===== src/rtl/pipeline_controller.sv =====
// rtl/pipeline_controller.sv - stall/flush sequencer for the fetch/read/execute core
// Performance counters are built only when PIPE_CTRL_PERF_EN is defined.

module pipeline_controller #(
  parameter int GPR_SIZE     = 3,
  parameter int STALL_CYCLES = 2,
  parameter int COUNT_WIDTH  = 16
) (
  input  logic                   clock,
  input  logic                   reset,
  input  logic                   rd_valid,
  input  logic                   rd_use0,
  input  logic                   rd_use1,
  input  logic [GPR_SIZE-1:0]    rd_src0,
  input  logic [GPR_SIZE-1:0]    rd_src1,
  input  logic                   ex_wr_en,
  input  logic [GPR_SIZE-1:0]    ex_dest,
  input  logic                   mem_req,
  input  logic                   mem_ready,
  input  logic                   branch_taken,
  input  logic                   halt_instr,
  output logic                   halt_front,
  output logic                   halt_back,
  output logic                   bubble,
  output logic                   flush,
  output logic                   cpu_halted,
  output logic [COUNT_WIDTH-1:0] stall_count,
  output logic [COUNT_WIDTH-1:0] flush_count
);

  typedef enum logic [2:0] {RUN, DATA_STALL, MEM_WAIT, FLUSH, HALTED} state_t;

  localparam logic [2:0] STALL_INIT = 3'(STALL_CYCLES - 1);

  state_t     state_q, state_d;
  logic [2:0] stall_left_q, stall_left_d;

  logic hazard, mem_wait, halted;
  logic run_hazard, in_stall, mem_hold, susp_hold, branch_flush;

  assign hazard = rd_valid & ex_wr_en &
                  ((rd_use0 & (rd_src0 == ex_dest)) | (rd_use1 & (rd_src1 == ex_dest)));
  assign mem_wait = mem_req & ~mem_ready;
  assign halted   = (state_q == HALTED);

  // stall_left counts remaining DATA_STALL cycles; nonzero in MEM_WAIT means a stall is suspended
  assign run_hazard   = (state_q == RUN) & hazard;
  assign in_stall     = (state_q == DATA_STALL);
  assign mem_hold     = (state_q == MEM_WAIT) & ~mem_ready;
  assign susp_hold    = (state_q == MEM_WAIT) & mem_ready & (stall_left_q != 3'd0);
  assign branch_flush = ~halted & branch_taken & ~halt_instr & ~mem_wait;

  always_ff @(posedge clock or negedge reset) begin
    if (!reset) begin
      state_q      <= RUN;
      stall_left_q <= 3'd0;
    end else begin
      state_q      <= state_d;
      stall_left_q <= stall_left_d;
    end
  end

  always_comb begin
    state_d      = state_q;
    stall_left_d = stall_left_q;
    halt_back    = halted | mem_wait | mem_hold | halt_instr;
    halt_front   = halt_back | run_hazard | in_stall | susp_hold;
    bubble       = (run_hazard | in_stall | susp_hold) & ~halt_back;
    flush        = branch_flush | (state_q == FLUSH);
    cpu_halted   = halted;

    if (!halted) begin
      if (halt_instr) begin
        state_d      = HALTED;
        stall_left_d = 3'd0;
      end else if (mem_wait) begin
        state_d = MEM_WAIT;
        // the detecting stall cycle still counts before the stall is parked
        if (in_stall) stall_left_d = stall_left_q - 3'd1;
      end else if (branch_taken) begin
        state_d      = FLUSH;
        stall_left_d = 3'd0;
      end else begin
        case (state_q)
          RUN: begin
            if (hazard && STALL_CYCLES > 1) begin
              state_d      = DATA_STALL;
              stall_left_d = STALL_INIT;
            end
          end
          DATA_STALL: begin
            stall_left_d = stall_left_q - 3'd1;
            if (stall_left_q == 3'd1) state_d = RUN;
          end
          MEM_WAIT: begin
            if (mem_ready) state_d = (stall_left_q != 3'd0) ? DATA_STALL : RUN;
          end
          default: state_d = RUN;
        endcase
      end
    end
  end

`ifdef PIPE_CTRL_PERF_EN
  logic [COUNT_WIDTH-1:0] stall_count_q, stall_count_d;
  logic [COUNT_WIDTH-1:0] flush_count_q, flush_count_d;

  always_comb begin
    stall_count_d = stall_count_q;
    flush_count_d = flush_count_q;
    if (!halted) begin
      if (halt_front && stall_count_q != '1) stall_count_d = stall_count_q + COUNT_WIDTH'(1);
      if (branch_flush && flush_count_q != '1) flush_count_d = flush_count_q + COUNT_WIDTH'(1);
    end
  end

  always_ff @(posedge clock or negedge reset) begin
    if (!reset) begin
      stall_count_q <= '0;
      flush_count_q <= '0;
    end else begin
      stall_count_q <= stall_count_d;
      flush_count_q <= flush_count_d;
    end
  end

  assign stall_count = stall_count_q;
  assign flush_count = flush_count_q;
`else
  assign stall_count = '0;
  assign flush_count = '0;
`endif

endmodule


===== config.mk =====
export PLATFORM = sky130hd
export DESIGN_NAME = pipeline_controller
export DESIGN_NICKNAME = d
export VERILOG_FILES = /design/src/rtl/pipeline_controller.sv
export SDC_FILE = /design/constraint.sdc
export NUM_CORES = 1
export LEC_CHECK = 0
export CORE_ASPECT_RATIO = 1.5
export CORE_UTILIZATION = 39
export CTS_CLUSTER_SIZE = 8
export DETAILED_ROUTE_END_ITERATION = 12
export PLACE_DENSITY_LB_ADDON = 0.08
export SLEW_MARGIN = 10
export SYNTH_ARGS = -nofsm -noshare
export SYNTH_HDL_FRONTEND = slang
export SYNTH_SLANG_ARGS = --single-unit

===== constraint.sdc =====
create_clock -name clock -period 2.5 [get_ports clock]
set_input_delay 0.5 -clock clock [delete_from_list [all_inputs] [get_ports clock]]
set_output_delay 0.5 -clock clock [all_outputs]
set_load 0.05 [all_outputs]

==> impl_metrics.sql <==
INSERT INTO impl_metrics (metric_group, metric, value, unit) VALUES
('clock_tree', 'clk_path_buf_depth', '2', ''),
('clock_tree', 'clkLatencyLatePin', '0.24', 'ns'),
('synth', 'synth_top_cell_area_share', '0.271', ''),
('run_status', 'status', 'complete, no violations', ''),
('detailed_routing', 'vias', '766', ''),
('detailed_routing', 'per_cell_via_count_in_the_routed_design', '4.67', ''),
('setup_path', 'max_stage_delay', '0.44', 'ns'),
('detailed_routing', 'ant_nets_after_route', '0', ''),
('synth', 'netlist_top_cells_area', 'sky130_fd_sc_hd__buf_4, sky130_fd_sc_hd__dfrtp_1, sky130_fd_sc_hd__xnor2_1, sky130_fd_sc_hd__ha_1, sky130_fd_sc_hd__a21oi_1', ''),
('detailed_routing', 'drt_pre_antenna_iters', '4', ''),
('synth', 'distinct_cells_synth', '38', ''),
('floorplan', 'io_pins', '56', ''),
('floorplan', 'die_area', '2470', 'um^2'),
('setup_path', 'cpMaxStageDelayCell', 'sky130_fd_sc_hd__a2111o_1', ''),
('setup_path', 'timing.critical_path.depth', '7', ''),
('sta', 'finalWorstPathRequiredPeriod', '2.41', 'ns'),
('setup_path', 'ff2ff_path_depth', '4', ''),
('placement', 'io_buffers', '23', ''),
('floorplan', 'floorplan.initialDensity', '0.427', ''),
('clock_tree', 'clock_sink_count', '6', ''),
('synth', 'synth.avg_cell_area', '7.99', 'um^2'),
('sta', 'setup_viol', '0', ''),
('clock_tree', 'cts_tree', 'done', ''),
('sta', 'skew', '0.00329', 'ns'),
('sta', 'finalCritPeriodShare', '0.966', ''),
('synth', 'post_synthesis_sequential_area_ratio', '0.169', ''),
('setup_path', 'largest_fanout_of_any_net_on_the_critical_path', '2', ''),
('global_route', 'grt_first_pass_wirelength', '2620', 'um'),
('setup_path', 'worst_setup_path_start_kind', 'input pin', ''),
('placement', 'gpl.final_weighted_congestion', '0.829', ''),
('global_route', 'grt_start_max_net_pins', '10', ''),
('sta', 'final-hold-violation-count', '0', ''),
('setup_path', 'timing.critical_path.arrival', '1.91', 'ns'),
('synth', 'synth_warnings', '0', ''),
('clock_tree', 'ctsRootBufferMaster', 'sky130_fd_sc_hd__clkbuf_4', ''),
('min_path', 'hp-class', 'flip-flop to flip-flop', ''),
('synth', 'post-synth-top-area-cell', 'sky130_fd_sc_hd__buf_4', ''),
('pwr', 'power_dens_cells', '518', 'nW/um^2'),
('setup_path', 'cp_top_family', 'compound AO/OA/AOI/OAI gates', ''),
('setup_path', 'setup.worst_path.class', 'input pin to primary output', ''),
('finish', 'area_growth', '27.8', '%'),
('detailed_routing', 'wirelength', '1790', 'um'),
('synth', 'yosys_register_bits', '6', ''),
('synth', 'postSynth.topFlopCell', 'sky130_fd_sc_hd__dfrtp_1', ''),
('setup_path', 'worst-path-buf-inv', '2', ''),
('setup_path', 'rr_startpoint', 'state_q[2]', ''),
('finish', 'n_antenna_cell', '0', ''),
('run', 'drv_cap', '0', ''),
('floorplan', 'core.rowCount', '20', ''),
('global_route', 'grt_antenna_before_repair', '0', ''),
('clock_tree', 'worst_setup_hold_path_clk_slew', '0.04', 'ns'),
('finish', 'fin_area', '1130', 'um^2'),
('global_route', 'globalRouteTotalUtil', '0.155', ''),
('placement', 'dpl.hpwl', '1510', 'um'),
('floorplan', 'die-height', '60.4', 'um'),
('detailed_routing', 'detail_route.iter0.violations', '9', ''),
('min_path', 'whs_path_depth', '1', ''),
('synth', 'synth_enable_flop_cells', '0', ''),
('setup_path', 'worst_r2r_endpoint', 'stall_left_q[0]', ''),
('global_route', 'global_route.overflow_total', '0', ''),
('setup_path', 'required', '2.00', 'ns'),
('clock_tree', 'cts.hold.buffers_added', '0', ''),
('setup_path', 'cp-end-kind', 'primary output', ''),
('finish', 'fin_nets', '166', ''),
('clock_tree', 'cts_htree_levels', '1', ''),
('sta', 'finalMaxSlewViolations', '0', ''),
('sta', 'timing.setup.tns', '0', 'ns'),
('detailed_routing', 'final_routed_wire_length_divided_by_cell_count', '10.9', 'um'),
('setup_path', 'rrSetupSlack', '0.70', 'ns'),
('finish', 'fraction_of_layout_cells_with_a_size_suffix_above_1', '0.204', ''),
('setup_path', 'crit_end', 'bubble', '');
cell usage after synthesis (2+ instances only):
cell / n
sky130_fd_sc_hd__xnor2_1: 6
sky130_fd_sc_hd__a21oi_1: 6
sky130_fd_sc_hd__buf_4: 32
sky130_fd_sc_hd__a211oi_1: 2
sky130_fd_sc_hd__nand2b_1: 4
sky130_fd_sc_hd__nand2_1: 2
sky130_fd_sc_hd__nor2_1: 8
sky130_fd_sc_hd__nand4_1: 2
sky130_fd_sc_hd__dfrtp_1: 6
sky130_fd_sc_hd__o21ai_0: 3
sky130_fd_sc_hd__mux2i_1: 2
sky130_fd_sc_hd__inv_1: 7
sky130_fd_sc_hd__nor2b_1: 2
sky130_fd_sc_hd__o2bb2ai_1: 3
sky130_fd_sc_hd__ha_1: 3
metrics by stage:
| stage | hold WS, ns | cells | power (mW) | util | setup WS [ns] |
|---|---|---|---|---|---|
| final | 0.484 | 164 | 0.587 | 0.546 | 0.0852 |
| after global routing | 0.505 | 164 | 0.634 | 0.546 | -0.000964 |
| after CTS | 0.486 | 163 | 0.595 | 0.543 | 0.00961 |
| after detailed placement | 0.477 | 159 | 0.505 | 0.530 | -0.254 |
| after global placement | 0.487 | 159 | 0.503 | 0.530 | -0.240 |
| after floorplan | 0.204 | 142 | 0.438 | - | 0.0885 |
layout make-up:
cell class	instances	area [um^2]
Timing Repair Buffer	32	325
Fill cell	208	943
Inverter	7	26.3
Multi-Input combinational cell	94	582
Clock buffer	3	22.5
Tap cell	22	27.5
Sequential cell	6	150
flip-flops by register name (all words and copies together) (netlist names):
signal        count
stall_left_q      3
state_q           3
worst reg2reg max path, stage by stage (launching register included):
cell	delay (ns)
sky130_fd_sc_hd__dfrtp_1	0.39
sky130_fd_sc_hd__or4_1	0.57
sky130_fd_sc_hd__or3_4	0.36
sky130_fd_sc_hd__o21ai_2	0.20
sky130_fd_sc_hd__mux2i_1	0.20
placed cells by master, fill, tap and decap left out, types with 3 or more instances in the layout:
cell type,instances
sky130_fd_sc_hd__conb_1,32
sky130_fd_sc_hd__buf_4,9
sky130_fd_sc_hd__nor2_1,8
sky130_fd_sc_hd__clkdlybuf4s50_1,8
sky130_fd_sc_hd__inv_1,7
sky130_fd_sc_hd__xnor2_1,6
sky130_fd_sc_hd__dfrtp_1,6
sky130_fd_sc_hd__a21oi_1,5
sky130_fd_sc_hd__nand2b_1,4
sky130_fd_sc_hd__clkdlybuf4s15_1,4
sky130_fd_sc_hd__buf_12,4
sky130_fd_sc_hd__o2bb2ai_1,3
sky130_fd_sc_hd__ha_1,3
sky130_fd_sc_hd__clkbuf_4,3
sky130_fd_sc_hd__clkbuf_2,3
logic make-up (layout without fill, tap and decap cells):
kind of cell / count (synthesis) / after routing / synth area share
multiplexers: 2 / 2 / 0.0226
buffers and inverters: 42 / 42 / 0.323
AND/OR/NAND/NOR: 25 / 25 / 0.161
other: 1 / 32 / 0.00423
adder cells (fa/ha/maj): 3 / 3 / 0.0423
XOR/XNOR: 6 / 6 / 0.0592
AO/OA/AOI/OAI: 26 / 26 / 0.219
flip-flops: 6 / 6 / 0.169
worst min path at each step:
stage	from	to
floorplan	reset	stall_left_q[0]
global placement	stall_left_q[2]	stall_left_q[2]
detailed placement	stall_left_q[2]	stall_left_q[2]
CTS	reset	state_q[2]
global route	reset	state_q[0]
finish	stall_left_q[2]	stall_left_q[2]
what timing repair did:
action | in CTS | in global routing
endpoints found under the setup margin | 2 | 2
pin swaps | 9 | 9
buffers inserted | 1 | 1
resized for setup | 11 | 12
endpoints found under the hold margin | 0 | 0
power breakdown:
part | switching, mW | internal, mW
Clock | 0.0300 | 0.0540
Sequential | 0.0174 | 0.121
Combinational | 0.242 | 0.123
Total | 0.289 | 0.298
layer usage:
layer	track usage	vias to the layer above	wire length, um
met5	0	-	0
met4	0.110	0	30
met3	0.0330	4	161
met2	0.257	40	952
met1	0.164	344	647
li1	-	378	-
Note: power is estimated with default switching activity, not from simulation.
